`src/rtl/gpio_pkg_hdl.sv`:
```
// Shared helpers for the gpio responder.
//   cnt_width : width of a counter that must hold 0..n-1, never less than one bit.
//   resize_zx : zero-extends or truncates a value of src_w bits; the caller casts
//               the result down to its destination width.
package gpio_pkg_hdl;

  localparam int MAX_W = 32;

  typedef logic [MAX_W-1:0] word_t;

  function automatic int cnt_width(input int n);
    return (n <= 1) ? 1 : $clog2(n);
  endfunction

  function automatic word_t resize_zx(input word_t v, input int src_w);
    word_t mask;
    mask = '0;
    for (int i = 0; i < MAX_W; i++) begin
      if (i < src_w) mask[i] = 1'b1;
    end
    return v & mask;
  endfunction

endpackage

```
`src/rtl/gpio_responder_core_if.sv`:
```
// Bus bundle between the gpio initiator and this responder.
//   write_port : initiator -> responder, asynchronous to the responder logic
//   read_port  : responder -> initiator, registered
//   evt_valid / evt_data / evt_ready : debounced-change event stream (FWFT)
// master = initiator/host side, slave = responder.
interface gpio_responder_core_if #(
  parameter int READ_PORT_WIDTH  = 4,
  parameter int WRITE_PORT_WIDTH = 4
);
  logic [WRITE_PORT_WIDTH-1:0] write_port;
  logic [READ_PORT_WIDTH-1:0]  read_port;
  logic                        evt_valid;
  logic [WRITE_PORT_WIDTH-1:0] evt_data;
  logic                        evt_ready;

  modport master (
    output write_port, evt_ready,
    input  read_port, evt_valid, evt_data
  );

  modport slave (
    input  write_port, evt_ready,
    output read_port, evt_valid, evt_data
  );
endinterface

```
`src/rtl/gpio_evt_fifo.sv`:
```
// Synchronous first-word-fall-through FIFO for change events.
//   clk, rst      : clock, synchronous active-high reset (empties the FIFO)
//   push_i        : write push_data_i (accepted unless full without a pop)
//   pop_i         : remove head when non-empty (ignored when empty)
//   valid_o       : FIFO non-empty; data_o is the head whenever valid_o=1
//   drop_o        : one-cycle pulse when a push was discarded because full
// Full/empty come from read/write pointers carrying an extra wrap bit.
module gpio_evt_fifo #(
  parameter int WIDTH = 4,
  parameter int DEPTH = 4
) (
  input  logic             clk,
  input  logic             rst,
  input  logic             push_i,
  input  logic [WIDTH-1:0] push_data_i,
  input  logic             pop_i,
  output logic             valid_o,
  output logic [WIDTH-1:0] data_o,
  output logic             drop_o
);
  localparam int AW = (DEPTH <= 2) ? 1 : $clog2(DEPTH);

  logic [WIDTH-1:0] mem_q [DEPTH];
  logic [AW:0]      wr_ptr_q, wr_ptr_d;
  logic [AW:0]      rd_ptr_q, rd_ptr_d;
  logic             empty, full, do_pop, do_push;

  assign empty = (wr_ptr_q == rd_ptr_q);
  assign full  = (wr_ptr_q[AW] != rd_ptr_q[AW]) &&
                 (wr_ptr_q[AW-1:0] == rd_ptr_q[AW-1:0]);

  assign do_pop  = pop_i & ~empty;
  // A pop frees a slot in the same cycle, so a full FIFO still accepts.
  assign do_push = push_i & (~full | do_pop);
  assign drop_o  = push_i & full & ~do_pop;

  assign wr_ptr_d = do_push ? wr_ptr_q + 1'b1 : wr_ptr_q;
  assign rd_ptr_d = do_pop  ? rd_ptr_q + 1'b1 : rd_ptr_q;

  assign valid_o = ~empty;
  assign data_o  = mem_q[rd_ptr_q[AW-1:0]];

  always_ff @(posedge clk) begin
    if (rst) begin
      wr_ptr_q <= '0;
      rd_ptr_q <= '0;
    end else begin
      wr_ptr_q <= wr_ptr_d;
      rd_ptr_q <= rd_ptr_d;
    end
  end

  // Storage needs no reset; only the pointers define what is valid.
  always_ff @(posedge clk) begin
    if (do_push && !rst) mem_q[wr_ptr_q[AW-1:0]] <= push_data_i;
  end

endmodule

```
`src/rtl/gpio_responder_core.sv`:
```
// Responder end of the gpio bus.
//   clk, rst     : clock, synchronous active-high reset
//   bus (slave)  : write_port in, read_port out, event stream evt_valid/evt_data/evt_ready
//   rd_load      : load rd_data into the read register
//   rd_data      : value for the read register
//   loopback     : 1 -> read_port follows stable_out instead of the read register
//   stable_out   : debounced write_port
//   overflow     : sticky, set when an event was dropped; cleared by overflow_clr
//   overflow_clr : clear overflow (a simultaneous new drop keeps it set)
// write_port is synchronized, then each bit is debounced independently; every
// edge where any debounced bit changes pushes the full new vector as one event.
module gpio_responder_core
  import gpio_pkg_hdl::*;
#(
  parameter int                         READ_PORT_WIDTH  = 4,
  parameter int                         WRITE_PORT_WIDTH = 4,
  parameter int                         SYNC_STAGES      = 2,
  parameter int                         DEBOUNCE_CYCLES  = 4,
  parameter int                         EVT_DEPTH        = 4,
  parameter logic [READ_PORT_WIDTH-1:0] READ_RESET       = '0
) (
  input  logic                        clk,
  input  logic                        rst,
  gpio_responder_core_if.slave        bus,
  input  logic                        rd_load,
  input  logic [READ_PORT_WIDTH-1:0]  rd_data,
  input  logic                        loopback,
  output logic [WRITE_PORT_WIDTH-1:0] stable_out,
  output logic                        overflow,
  input  logic                        overflow_clr
);
  localparam int CW = cnt_width(DEBOUNCE_CYCLES);

  logic [WRITE_PORT_WIDTH-1:0] sync_q [SYNC_STAGES];
  logic [WRITE_PORT_WIDTH-1:0] sync_last;
  logic [WRITE_PORT_WIDTH-1:0] stable_q, stable_d;
  logic [CW-1:0]               cnt_q [WRITE_PORT_WIDTH];
  logic [CW-1:0]               cnt_d [WRITE_PORT_WIDTH];
  logic                        overflow_q, overflow_d;
  logic [READ_PORT_WIDTH-1:0]  rd_reg_q, rd_reg_d;
  logic [READ_PORT_WIDTH-1:0]  read_port_q, read_port_d;
  logic                        evt_push, evt_drop, evt_valid, evt_pop;
  logic [WRITE_PORT_WIDTH-1:0] evt_data;

  // Synchronizer chain
  always_ff @(posedge clk) begin
    if (rst) begin
      for (int i = 0; i < SYNC_STAGES; i++) sync_q[i] <= '0;
    end else begin
      sync_q[0] <= bus.write_port;
      for (int i = 1; i < SYNC_STAGES; i++) sync_q[i] <= sync_q[i-1];
    end
  end

  assign sync_last = sync_q[SYNC_STAGES-1];

  // Per-bit debounce: count consecutive samples that differ from the stable
  // value; the DEBOUNCE_CYCLES-th such sample commits the new value.
  for (genvar gi = 0; gi < WRITE_PORT_WIDTH; gi++) begin : g_deb
    logic differ, at_limit;
    assign differ      = sync_last[gi] ^ stable_q[gi];
    assign at_limit    = (cnt_q[gi] == CW'(DEBOUNCE_CYCLES - 1));
    assign stable_d[gi] = (differ && at_limit) ? sync_last[gi] : stable_q[gi];
    assign cnt_d[gi]    = (!differ || at_limit) ? '0 : cnt_q[gi] + CW'(1);
  end

  always_ff @(posedge clk) begin
    if (rst) begin
      stable_q <= '0;
      for (int i = 0; i < WRITE_PORT_WIDTH; i++) cnt_q[i] <= '0;
    end else begin
      stable_q <= stable_d;
      for (int i = 0; i < WRITE_PORT_WIDTH; i++) cnt_q[i] <= cnt_d[i];
    end
  end

  assign stable_out = stable_q;

  // The event is pushed on the same edge stable_q updates, so evt_valid and
  // stable_out change together when the FIFO was empty.
  assign evt_push = (stable_d != stable_q);
  assign evt_pop  = evt_valid & bus.evt_ready;

  gpio_evt_fifo #(
    .WIDTH (WRITE_PORT_WIDTH),
    .DEPTH (EVT_DEPTH)
  ) u_evt_fifo (
    .clk         (clk),
    .rst         (rst),
    .push_i      (evt_push),
    .push_data_i (stable_d),
    .pop_i       (evt_pop),
    .valid_o     (evt_valid),
    .data_o      (evt_data),
    .drop_o      (evt_drop)
  );

  assign bus.evt_valid = evt_valid;
  assign bus.evt_data  = evt_data;

  // Set has priority over clear.
  assign overflow_d = evt_drop ? 1'b1 : (overflow_clr ? 1'b0 : overflow_q);

  // Read path: register is always loadable; loopback only selects what drives out.
  assign rd_reg_d    = rd_load ? rd_data : rd_reg_q;
  assign read_port_d = loopback
                     ? READ_PORT_WIDTH'(resize_zx(word_t'(stable_q), WRITE_PORT_WIDTH))
                     : rd_reg_q;

  always_ff @(posedge clk) begin
    if (rst) begin
      overflow_q  <= 1'b0;
      rd_reg_q    <= READ_RESET;
      read_port_q <= READ_RESET;
    end else begin
      overflow_q  <= overflow_d;
      rd_reg_q    <= rd_reg_d;
      read_port_q <= read_port_d;
    end
  end

  assign overflow      = overflow_q;
  assign bus.read_port = read_port_q;

endmodule

```
`src/flat_wrapper.sv`:
```
// flat-port wrapper written by rule: the top's interface ports become plain ports
module gpio_responder_core_flat import gpio_pkg_hdl::*;
#(
  parameter int                         READ_PORT_WIDTH  = 4,
  parameter int                         WRITE_PORT_WIDTH = 4,
  parameter int                         SYNC_STAGES      = 2,
  parameter int                         DEBOUNCE_CYCLES  = 4,
  parameter int                         EVT_DEPTH        = 4,
  parameter logic [READ_PORT_WIDTH-1:0] READ_RESET       = '0
)
  (clk, rst, rd_load, rd_data, loopback, stable_out, overflow, overflow_clr, bus_write_port, bus_evt_ready, bus_read_port, bus_evt_valid, bus_evt_data);
  gpio_responder_core_if #(.READ_PORT_WIDTH(READ_PORT_WIDTH), .WRITE_PORT_WIDTH(WRITE_PORT_WIDTH)) bus_i ();
  input  logic clk;
  input  logic rst;
  input  logic rd_load;
  input  logic [READ_PORT_WIDTH-1:0] rd_data;
  input  logic loopback;
  output logic [WRITE_PORT_WIDTH-1:0] stable_out;
  output logic overflow;
  input  logic overflow_clr;
  input wire logic [$bits(bus_i.write_port)-1:0] bus_write_port;
  input wire logic [$bits(bus_i.evt_ready)-1:0] bus_evt_ready;
  output wire logic [$bits(bus_i.read_port)-1:0] bus_read_port;
  output wire logic [$bits(bus_i.evt_valid)-1:0] bus_evt_valid;
  output wire logic [$bits(bus_i.evt_data)-1:0] bus_evt_data;
  assign bus_i.write_port = bus_write_port;
  assign bus_i.evt_ready = bus_evt_ready;
  assign bus_read_port = bus_i.read_port;
  assign bus_evt_valid = bus_i.evt_valid;
  assign bus_evt_data = bus_i.evt_data;
  gpio_responder_core #(.READ_PORT_WIDTH(READ_PORT_WIDTH), .WRITE_PORT_WIDTH(WRITE_PORT_WIDTH), .SYNC_STAGES(SYNC_STAGES), .DEBOUNCE_CYCLES(DEBOUNCE_CYCLES), .EVT_DEPTH(EVT_DEPTH), .READ_RESET(READ_RESET)) u_core (.clk(clk), .rst(rst), .bus(bus_i), .rd_load(rd_load), .rd_data(rd_data), .loopback(loopback), .stable_out(stable_out), .overflow(overflow), .overflow_clr(overflow_clr));
endmodule
```
`config.mk`:
```
export PLATFORM = sky130hd
export DESIGN_NAME = gpio_responder_core_flat
export DESIGN_NICKNAME = d
export VERILOG_FILES = /design/src/rtl/gpio_pkg_hdl.sv /design/src/rtl/gpio_responder_core_if.sv /design/src/rtl/gpio_evt_fifo.sv /design/src/rtl/gpio_responder_core.sv /design/src/flat_wrapper.sv
export SDC_FILE = /design/constraint.sdc
export NUM_CORES = 1
export LEC_CHECK = 0
export BUFFER_PORTS_ARGS = -buffer_cell sky130_fd_sc_hd__buf_2
export CAP_MARGIN = 20
export CORE_ASPECT_RATIO = 1.75
export CORE_UTILIZATION = 45
export DETAILED_ROUTE_END_ITERATION = 8
export PLACE_DENSITY = 0.74
export SLEW_MARGIN = 15
export SYNTH_ARGS = -nofsm -noshare
export SYNTH_HDL_FRONTEND = slang
export SYNTH_SLANG_ARGS = --single-unit
```
`constraint.sdc`:
```
create_clock -name clk -period 4.05 [get_ports clk]
set_input_delay 0.81 -clock clk [delete_from_list [all_inputs] [get_ports clk]]
set_output_delay 0.81 -clock clk [all_outputs]
set_load 0.005 [all_outputs]
```
# Yosys cells after proc, flatten, opt, wreduce, memory -nomap -nowiden
# Memories as Yosys holds them, arrays and structs flattened. A register that Yosys moved wholly into a read port is not among the register bits.
# Index checks and enable logic that the tools add are counted.
# op_classes
n_eq_ne	8
bitwise	19
add_sub_neg	6
muxes	24
reduce_logical	16
# ops
operator	n
two-way mux 2 bit	10
two-way mux 4 bit	3
two-way mux 1 bit	11
adder 2 x 1 -> 2 bit (second input constant)	4
== test 2 bit (second input constant)	4
OR 1 bit	7
adder 3 x 1 -> 3 bit (second input constant)	2
logical AND 1 bit	6
AND 1 bit	5
zero test 1 bit	5
logical OR 1 bit	4
!= test 4 bit	1
bitwise XOR 1 bit	4
== test 3 bit	1
inverter 1 bit	3
== test 2 bit	1
nonzero test 2 bit	1
!= test 1 bit	1
# word_totals
ramBits	32
reg_bits	19
wordCells	82
output_inout_bits	14
memories	3
inputBits	14
# memory_table
name	words	word_bits	rd	rd_clocked_by_memory_dff	wr	line	rtl
u_core.u_evt_fifo.mem_q	4	4	1	1	1	gpio_evt_fifo.sv:23	logic [WIDTH-1:0] mem_q [DEPTH];
u_core.cnt_q	4	2	4	0	4	gpio_responder_core.sv:37	logic [CW-1:0] cnt_q [WRITE_PORT_WIDTH];
u_core.sync_q	2	4	2	0	2	gpio_responder_core.sv:34	logic [WRITE_PORT_WIDTH-1:0] sync_q [SYNC_STAGES];

# Logic depth before layout (Yosys ltp)
# logic_depth
ltp_word	9
depth_mapped	5
mapped_depth_nobuf	5

# Cells and area by module
# Synthesis repeated with hierarchy kept, for this count alone.
# unflattened
cells_unflattened	168
area_unflattened_um2	2210.9
# by_module_without_submodules
mod	seq_area_each_um2	area_each_um2	n_inst	cells_per_inst
gpio_evt_fifo	640.6	1121.1	1	77
gpio_responder_core	580.6	1089.8	1	91

# Worst setup path after synthesis
# Ideal clock, no wire load.
# synth_path
path_type	flip-flop to output port
startpoint	register u_core.u_evt_fifo.wr_ptr_q[1]
endpoint	output port bus_evt_valid
slack_ns	2.227
t_required_ns	3.240
stages_incl_launch_ff	3
t_arrival_ns	1.013
n_path_buf	0
path_cell_list	dfxtp_1 -> xor2_1 -> or3_2
# synth_between
elab_chain_len	2
# synth_lines
item	line	rtl
start: declaration	gpio_evt_fifo.sv:24	logic [AW:0] wr_ptr_q, wr_ptr_d;
start signal: assignment	gpio_evt_fifo.sv:48	wr_ptr_q <= wr_ptr_d;
== test 3 bit	gpio_evt_fifo.sv:28	assign empty = (wr_ptr_q == rd_ptr_q);
inverter 1 bit	gpio_evt_fifo.sv:40	assign valid_o = ~empty;
end: declaration	flat_wrapper.sv:24	output wire logic [$bits(bus_i.evt_valid)-1:0] bus_evt_valid;
# No other way between the ends.

# Final worst setup path
# Ends and elaborated chain as after synthesis.

==> flow_summary.ini <==
[layout]
seq_area_mm2 = 0.00122
multi_input_comb_area_um2 = 825
fillers = 390
fin_nets = 208
area_growth_pct = 12.5
drive_above_1_share_pct = 29.0
num_antenna_cells = 0
fin_cells = 237

[setup_path]
criticalPathCategory = reg2out
path_max_fanout = 5
r2r_setup_slack_ns = 2.10
arrival_ns = 1.52
setup.worst_path.start_class = register
r2r-end = u_core.u_evt_fifo.mem_q[3][2]
r2r-start = u_core.cnt_q[3][0]
required_ns = 3.24
rr_worst_depth = 5
worstSetupEndpointType = primary output

[outcome]
outcome = complete, no violations

[timing]
fin_crit_ns = 2.33
max_freq_mhz = 429
rsz0062_at_grt = no
timing.hold.ws_ns = 0.436
fin_ws_ns = 1.72
finalMaxSlewViolations = 0
hold_viol = 0
finalSetupViolations = 0
slew_headroom_pct = 51.9
fin_crit_sh_pct = 57.5
tightest_slew_ns = 0.721
fin_skew_ns = 0.0107
tns_ns = 0

[clock_tree]
cts.sinks = 53
postCtsSetupBuffers = 0
clk_pin_slew_ns = 0.09
root_buffer = clkbuf_8
cts_tree = yes
cts-hold-fix-buffers = 0
cts_buffer_depth = 2
clk_latency_ns = 0.30
cts_buffers = 5
cts_resized = 0
cts.htree.levels = 2

[routing]
vias_per_cell = 5.11
drt_iter0_drc = 14
avgRoutedWirePerCell_um = 14.0
wl_um = 3330
drc = 0
vias = 1210
dr.pass1.iters = 5
postRouteAntennaNets = 0

[power_and_ir_drop]
p_per_area_mw_per_mm2 = 364
power.total_uw = 859
peakVddDrop_v = 0.000304
p_leak_nw = 0.964

[floorplan]
io_pins = 28
die_h_um = 92.3
num_rows = 32
core_area_mm2 = 0.00444
dieArea_mm2 = 0.00494
start_util_pct = 47.1
die_x_um = 53.6

[grt]
grt_usage_pct = 15.4
grt_pass1_vias = 1183
grt_max_degree = 44
grt_pass1_wl_um = 5410
overflow = 0
antenna_found_initial = 0

[worst_hold_path]
min-delay-start = u_core.cnt_q[3][0]
hold_depth = 1
hold_class = reg2reg
min_to = u_core.cnt_q[3][0]

[placed_design]
hpwlAfterDp_um = 2590
io_buffers = 27
place_inst = 229
gp_congestion = 0.735
place_ws_ns = 2.03

[synthesis]
synth_cells = 157
synth_warnings = 0
synth_area_mm2 = 0.00209
synth_cell_types = 29
ys_seq_area_share_pct = 58.3
synth_seq_cells = 53
syn-num-nets = 180
avgSynthCellArea_um2 = 13.3

[job]
cap_violations = 0
critical path, stage by stage (launching register included):
cell	delay [ns]
dfxtp_1	0.44
xor2_1	0.17
or3_2	0.49
buf_2	0.14
per-layer routing:
metal	GRT usage [%]	vias up	wire length (um)
met5	0	-	0
met4	5.48	0	54
met3	4.64	6	89
met2	28.5	16	1960
met1	14.8	583	1230
li1	-	605	-
cells in the final DEF, fill, tap and decap left out, types with 2 or more instances in the layout:
cell type and n:
xnor2_1 4, nor2_1 15, inv_1 7, nor2b_1 13, mux4_2 4, o22a_1 2, edfxtp_1 16, buf_2 27
mux2i_1 10, ha_1 9, dfxtp_1 37, a21oi_2 2, clkbuf_8 5, nor4_1 4, mux2_2 4, and3b_2 3
nor4b_1 4, xor2_1 4, nand2b_1 3
sequential cells by signal (all words and copies together) (netlist names), named ones only:
name	cells
u_core.bus.read_port	4
u_core.overflow	1
u_core.stable_out	4
u_core.cnt_q	8
u_core.u_evt_fifo.wr_ptr_q	3
u_core.u_evt_fifo.rd_ptr_q	3
u_core.rd_reg_q	4
u_core.sync_q	8
u_core.u_evt_fifo.mem_q	16
worst max-delay path by stage:
stage / from / end / slack (ns) / depth (start not counted)
floorplan: u_core.u_evt_fifo.wr_ptr_q[1] / bus_evt_valid / 2.23 / 2
detailed placement: u_core.u_evt_fifo.wr_ptr_q[1] / bus_evt_valid / 2.03 / 3
global route: u_core.u_evt_fifo.wr_ptr_q[0] / bus_evt_valid / 1.64 / 3
finish: u_core.u_evt_fifo.wr_ptr_q[1] / bus_evt_valid / 1.72 / 3
global placement: u_core.u_evt_fifo.wr_ptr_q[1] / bus_evt_valid / 2.08 / 3
CTS: u_core.u_evt_fifo.wr_ptr_q[1] / bus_evt_valid / 1.70 / 3
Yosys cell counts (all sizes together):
cell type	n	share of area, %
nor4b	5	2.8
nor3b	1	0.60
nor2b	13	3.9
o311ai	1	0.42
o22a	2	0.84
edfxtp	16	23
buf	1	0.18
nor4	4	1.2
mux2i	10	4.8
ha	9	5.4
a21oi	2	0.84
o31ai	1	0.36
mux2	6	3.4
dfxtp	37	35
nor2	15	2.7
a21bo	1	0.48
a211oi	1	0.60
xor2	5	2.4
clkbuf	5	0.90
mux4	4	4.3
and3b	3	1.4
or3	1	0.36
nand2b	3	0.90
inv	7	1.3
xnor2	4	1.7
where the power goes:
part | internal (mW) | switching [mW] | total, mW
logic | 0.0135 | 0.0145 | 0.0280
registers | 0.551 | 0.00357 | 0.554
clock network | 0.120 | 0.157 | 0.277
stage by stage:
stage / util, % / area (um2)
after detailed placement: 51.1 / 2270
after global routing: 53.0 / 2360
after CTS: 53.0 / 2360
after floorplan: - / 2090
final: 53.0 / 2360
after global placement: 51.1 / 2270
kinds of logic after synthesis:
kind of cell,count (synthesis),share of synthesized area (%)
mux,20,12.5
buf+inv,13,2.33
flops,53,58.3
fa+ha+maj,9,5.38
compound gates,8,3.52
simple gates,45,13.9
xor+xnor,9,4.12
cell type report:
class / instances / share of cell area (%)
sequential: 53 / 51.8
multi-input combinational: 91 / 35.0
timing repair buffer: 27 / 5.73
clock buffer: 5 / 2.92
tap: 51 / 2.71
inverter: 7 / 1.11
clock inverter: 3 / 0.743
No activity file was read; power rests on OpenSTA's default activity.
